## config.mk

```make
export PLATFORM = sky130hd
export DESIGN_NAME = seq_restoring_divider_flat
export DESIGN_NICKNAME = d
export VERILOG_FILES = /design/src/rtl/seq_restoring_divider_if.sv /design/src/rtl/seq_restoring_divider.sv /design/src/flat_wrapper.sv
export SDC_FILE = /design/constraint.sdc
export NUM_CORES = 1
export LEC_CHECK = 0
export ABC_AREA = 1
export CORE_MARGIN = 2
export CORE_UTILIZATION = 32
export CTS_BUF_LIST = sky130_fd_sc_hd__clkbuf_8
export DETAILED_ROUTE_END_ITERATION = 8
export SYNTH_ARGS = -nofsm -noshare
export SYNTH_HDL_FRONTEND = slang
export SYNTH_SLANG_ARGS = --single-unit
```

## constraint.sdc

```tcl
create_clock -name clk -period 5.1 [get_ports clk]
set_input_delay 1.02 -clock clk [delete_from_list [all_inputs] [get_ports clk]]
set_output_delay 1.02 -clock clk [all_outputs]
set_load 0.03 [all_outputs]
```

## src/rtl/seq_restoring_divider_if.sv

```systemverilog
// Start/operand request and result/status bundle for the sequential divider.
interface seq_restoring_divider_if #(
   parameter int unsigned WIDTH = 8
);
   logic             start;
   logic [WIDTH-1:0] dividend;
   logic [WIDTH-1:0] divisor;
   logic [WIDTH-1:0] quotient;
   logic [WIDTH-1:0] remainder;
   logic             busy;
   logic             done;
   logic             div_by_zero;

   modport master (
      output start, dividend, divisor,
      input  quotient, remainder, busy, done, div_by_zero
   );

   modport slave (
      input  start, dividend, divisor,
      output quotient, remainder, busy, done, div_by_zero
   );
endinterface

```

## src/rtl/seq_restoring_divider.sv

```systemverilog
// Unsigned restoring divider producing one quotient bit per clock,
// started by a level Start that must drop before the next request.
module seq_restoring_divider #(
   parameter int unsigned WIDTH = 8
) (
   input  logic                  clk,
   input  logic                  reset,
   seq_restoring_divider_if.slave bus
);
   localparam int unsigned CNT_W = $clog2(WIDTH);

   typedef enum logic [1:0] {
      IDLE = 2'd0,
      CALC = 2'd1,
      DONE = 2'd2
   } state_t;

   state_t           state, state_nxt;
   logic [CNT_W-1:0] cnt, cnt_nxt;
   logic [WIDTH-1:0] quo, quo_nxt;
   logic [WIDTH-1:0] rem, rem_nxt;
   logic [WIDTH-1:0] dvs, dvs_nxt;
   logic             dbz, dbz_nxt;
   logic             busy_q, done_q;
   logic [WIDTH:0]   p, t;

   // State and datapath registers; busy/done track the next state so they
   // are flops that mirror the state register exactly.
   always_ff @(posedge clk) begin
      if (!reset) begin
         state  <= IDLE;
         cnt    <= '0;
         quo    <= '0;
         rem    <= '0;
         dvs    <= '0;
         dbz    <= 1'b0;
         busy_q <= 1'b0;
         done_q <= 1'b0;
      end else begin
         state  <= state_nxt;
         cnt    <= cnt_nxt;
         quo    <= quo_nxt;
         rem    <= rem_nxt;
         dvs    <= dvs_nxt;
         dbz    <= dbz_nxt;
         busy_q <= (state_nxt == CALC);
         done_q <= (state_nxt == DONE);
      end
   end

   // Next-state and datapath update
   always_comb begin
      state_nxt = state;
      cnt_nxt   = cnt;
      quo_nxt   = quo;
      rem_nxt   = rem;
      dvs_nxt   = dvs;
      dbz_nxt   = dbz;
      // The trial keeps a borrow bit above the shifted remainder.
      p         = {rem, quo[WIDTH-1]};
      t         = p - {1'b0, dvs};

      case (state)
         IDLE: begin
            if (bus.start) begin
               dvs_nxt = bus.divisor;
               cnt_nxt = '0;
               if (bus.divisor == '0) begin
                  quo_nxt   = '1;
                  rem_nxt   = bus.dividend;
                  dbz_nxt   = 1'b1;
                  state_nxt = DONE;
               end else begin
                  quo_nxt   = bus.dividend;
                  rem_nxt   = '0;
                  dbz_nxt   = 1'b0;
                  state_nxt = CALC;
               end
            end
         end
         CALC: begin
            if (!t[WIDTH]) begin
               rem_nxt = t[WIDTH-1:0];
               quo_nxt = {quo[WIDTH-2:0], 1'b1};
            end else begin
               rem_nxt = p[WIDTH-1:0];
               quo_nxt = {quo[WIDTH-2:0], 1'b0};
            end
            cnt_nxt = cnt + CNT_W'(1);
            if (cnt == CNT_W'(WIDTH - 1)) begin
               state_nxt = DONE;
            end
         end
         DONE: begin
            if (!bus.start) begin
               state_nxt = IDLE;
            end
         end
         default: begin
            state_nxt = IDLE;
         end
      endcase
   end

   assign bus.quotient    = quo;
   assign bus.remainder   = rem;
   assign bus.busy        = busy_q;
   assign bus.done        = done_q;
   assign bus.div_by_zero = dbz;
endmodule

```

## src/flat_wrapper.sv

```systemverilog
// flat-port wrapper written by rule: the top's interface ports become plain ports
module seq_restoring_divider_flat 
#(
   parameter int unsigned WIDTH = 8
)
  (clk, reset, bus_start, bus_dividend, bus_divisor, bus_quotient, bus_remainder, bus_busy, bus_done, bus_div_by_zero);
  seq_restoring_divider_if #(.WIDTH(WIDTH)) bus_i ();
  input  logic clk;
  input  logic reset;
  input wire logic [$bits(bus_i.start)-1:0] bus_start;
  input wire logic [$bits(bus_i.dividend)-1:0] bus_dividend;
  input wire logic [$bits(bus_i.divisor)-1:0] bus_divisor;
  output wire logic [$bits(bus_i.quotient)-1:0] bus_quotient;
  output wire logic [$bits(bus_i.remainder)-1:0] bus_remainder;
  output wire logic [$bits(bus_i.busy)-1:0] bus_busy;
  output wire logic [$bits(bus_i.done)-1:0] bus_done;
  output wire logic [$bits(bus_i.div_by_zero)-1:0] bus_div_by_zero;
  assign bus_i.start = bus_start;
  assign bus_i.dividend = bus_dividend;
  assign bus_i.divisor = bus_divisor;
  assign bus_quotient = bus_i.quotient;
  assign bus_remainder = bus_i.remainder;
  assign bus_busy = bus_i.busy;
  assign bus_done = bus_i.done;
  assign bus_div_by_zero = bus_i.div_by_zero;
  seq_restoring_divider #(.WIDTH(WIDTH)) u_core (.clk(clk), .reset(reset), .bus(bus_i));
endmodule
```

==> results.py <==
metrics = {
    "floorplan": {
        "die_area_sq_um": 6870,
        "die_width_um": 82.9,
        "io_pins": 38,
        "coreArea_sq_um": 5960,
        "num_rows": 28,
        "die_y_um": 82.9,
        "initial_core_util": 0.334,
    },
    "job": {
        "drv_cap": 0,
    },
    "power": {
        "pwr-share-seq": 0.342,
        "comb_power_share": 0.385,
        "sw_frac_of_total": 0.366,
        "switchingPower_uw": 315,
        "power_leakage_nw": 1.14,
        "pwr_density_cell_nw_per_um2": 342,
        "intPower_uw": 545,
        "power.total_uw": 859,
        "ir_drop_mv": 0.172,
        "pwr-share-clk": 0.274,
    },
    "synthesis": {
        "syn-mean-instance-area_sq_um": 7.08,
        "ys_types": 28,
        "synth_seq_cells": 32,
        "yosysWarnings": 0,
        "syn_area_sq_um": 1990,
        "synth_cells": 281,
        "yosysSeqAreaShare": 0.322,
        "syn_nets": 311,
    },
    "timing": {
        "tns_ns": 0,
        "finClkSkew_ns": 0.00552,
        "setup_viol": 0,
        "timing.final.ws_setup_ns": 2.24,
        "clock.fmax_ghz": 0.350,
        "maxSlewHeadroom": 0.398,
        "post-route-min-period_ns": 2.86,
        "grt_setup_unrepaired": "no",
        "hold_slack_ns": 0.471,
        "timing_hold_violations_final": 0,
        "maxSlewViolCount": 0,
        "tightest_slew_ns": 0.901,
        "fin_crit_sh": 0.561,
    },
    "global_route": {
        "grt_util_all_layers": 0.147,
        "grt_antenna_before_repair": 0,
        "grt_pass1_vias": 1890,
        "grt_pass1_wl_um": 8490,
        "grt_max_degree": 33,
        "grt_overflow": 0,
    },
    "outcome": {
        "status": "complete, no violations",
    },
    "place": {
        "gp_congestion": 0.834,
        "dp_hpwl_um": 3730,
        "port_buffers": 37,
        "place_ws_ns": 1.96,
    },
    "final_layout": {
        "diodes": 0,
        "fillerInstances": 654,
        "drive_gt1_frac": 0.0946,
        "areaGrowthSynthToFinish_pct": 26.0,
        "layout.nets": 346,
    },
    "setup_path": {
        "cp-start-kind": "primary input",
        "path_delay_family": "simple AND/OR/NAND/NOR gates",
        "crit_fanout": 32,
        "regToRegStartpoint": "u_core.bus.quotient[7]$_SDFFE_PN0P_",
        "cp_slowest_cell": "nand2_1",
        "required_ns": 5.27,
        "cp_cell_sequence": "clkdlybuf4s50_1 -> nand3_2 -> nand2_1 -> inv_1 -> a21oi_1 -> a21oi_1",
        "critPathLaunch": "bus_start",
        "cpPeakStageDelay_ns": 0.78,
        "path_buf_inv": 2,
        "crit_type": "in -> reg",
        "end_kind": "flop",
        "cp_data_arrival_time_ns": 3.03,
        "crit_top_cell": "a21oi_1",
    },
    "drt": {
        "vias_per_cell": 4.74,
        "wl_um": 4920,
        "drtPass1Iterations": 4,
        "drt-initial-drc-count": 74,
        "vias": 1857,
        "wl_per_cell_um": 12.6,
        "drc": 0,
        "ant_nets": 0,
    },
    "clock_network": {
        "path_clk_slew_ns": 0.07,
        "cts_root_buf": "clkbuf_8",
        "postCtsHoldBufs": 0,
        "clock-sinks": 32,
        "cts_made_buffers": 5,
        "cts_resized": 0,
        "cts_tree": "done",
        "clk_latency_ns": 0.28,
        "htree_levels": 2,
        "cts_setup_buffers": 0,
        "ctsLongestPathBuffers": 2,
    },
    "hold_path": {
        "min_from": "u_core.cnt[0]$_SDFFE_PN0P_",
        "hold_path.class": "reg -> reg",
    },
}
[metal layers]
metal	wire (um)	vias to the layer above	global-route usage
met1	2410	832	0.179
met2	2300	26	0.251
met5	0	-	0
li1	-	989	-
met4	93	0	0.0566
met3	119	10	0.0328
[layout by cell type (no fill, tap or decap), types with 2 or more instances in the layout]
cell              n
nand2_2           6
o21ai_0          28
dfxtp_1          32
nand2_1          50
inv_1            49
a31oi_1           8
ha_1             10
nand3b_1          4
nand3_2           5
xnor2_1           2
nor2_1           14
a21oi_2           6
clkbuf_8          5
o21ai_1           4
mux2i_1           4
nand4_1           2
nand2_4           2
clkdlybuf4s50_1  37
nand3_1          22
a21oi_1          18
[through the flow]
| step | cells | cell area, sq um | util |
|---|---|---|---|
| 2_1_floorplan | 281 | 1990 | - |
| 4_1_cts | 392 | 2510 | 0.421 |
| 5_1_grt | 392 | 2510 | 0.421 |
| 3_3_place_gp | 384 | 2400 | 0.403 |
| 3_5_place_dp | 384 | 2400 | 0.403 |
| 6_report | 392 | 2510 | 0.421 |
[synth_stat cells]
library cell  count  area share
a21oi_1          18       0.045
a21oi_2           6       0.026
a21oi_4           1      0.0082
a31oi_1           8       0.025
buf_2             4       0.010
buf_6             2       0.011
clkbuf_1          3      0.0057
dfxtp_1          32        0.32
fa_1              1       0.010
ha_1             10       0.063
inv_1            48       0.091
mux2i_1           4       0.020
nand2_1          50       0.094
nand2_2           6       0.019
nand2_4           2       0.011
nand3_1          22       0.055
nand3_2           5       0.025
nand3b_1          4       0.015
nand4_1           2      0.0063
nor2_1           14       0.026
nor2_2            1      0.0031
nor2_4            1      0.0057
o21ai_0          28       0.070
o21ai_1           4       0.010
o22ai_1           1      0.0031
or2_4             1      0.0044
xnor2_1           2      0.0088
xor2_1            1      0.0044
[cells by family (layout without fill, tap and decap cells)]
kind of cell             count (synthesis)  in the layout  synth area share
XOR/XNOR                                 3              3            0.0132
AO/OA/AOI/OAI                           66             66             0.189
AND/OR/NAND/NOR                        108            108             0.266
multiplexers                             4              4            0.0201
flip-flops                              32             32             0.322
adder cells (fa/ha/maj)                 11             11            0.0729
buffers and inverters                   57             93             0.118
[worst paths after layout]
path | to | slack, ns | depth (start not counted)
hold / removal | u_core.cnt[0]$_SDFFE_PN0P_ | 0.47 | 1
hold reg to reg | u_core.cnt[0]$_SDFFE_PN0P_ | 0.47 | 1
setup reg to reg | u_core.bus.remainder[7]$_SDFFE_PN0P_ | 3.03 | 12
setup / recovery | u_core.bus.quotient[1]$_SDFFE_PN0P_ | 2.24 | 6
[state kept, by name (all words and copies together) (netlist names)]
| signal | cells |
|---|---|
| u_core.bus.div_by_zero | 1 |
| u_core.cnt | 3 |
| u_core.dvs | 8 |
| u_core.bus.quotient | 8 |
| u_core.bus.busy | 1 |
| u_core.bus.done | 1 |
| u_core.bus.remainder | 8 |
| u_core.state | 2 |
[power by group through the flow]
stage                     registers, mW  clock network, mW  logic, mW
after global routing              0.296              0.254      0.369
final                             0.294              0.235      0.330
after floorplan                   0.325                  0      0.211
after CTS                         0.294              0.241      0.332
after detailed placement          0.299                  0      0.329
after global placement            0.299                  0      0.324
[layout make-up]
type                       instances  area [sq um]  area share
multi-input combinational        192          1120       0.445
sequential                        32           641       0.255
timing repair buffer              37           370       0.148
inverter                          48           180      0.0718
tap                               75          93.8      0.0374
clock buffer                       5          68.8      0.0274
clock inverter                     3          38.8      0.0155
(Power assumes the default switching activity.)
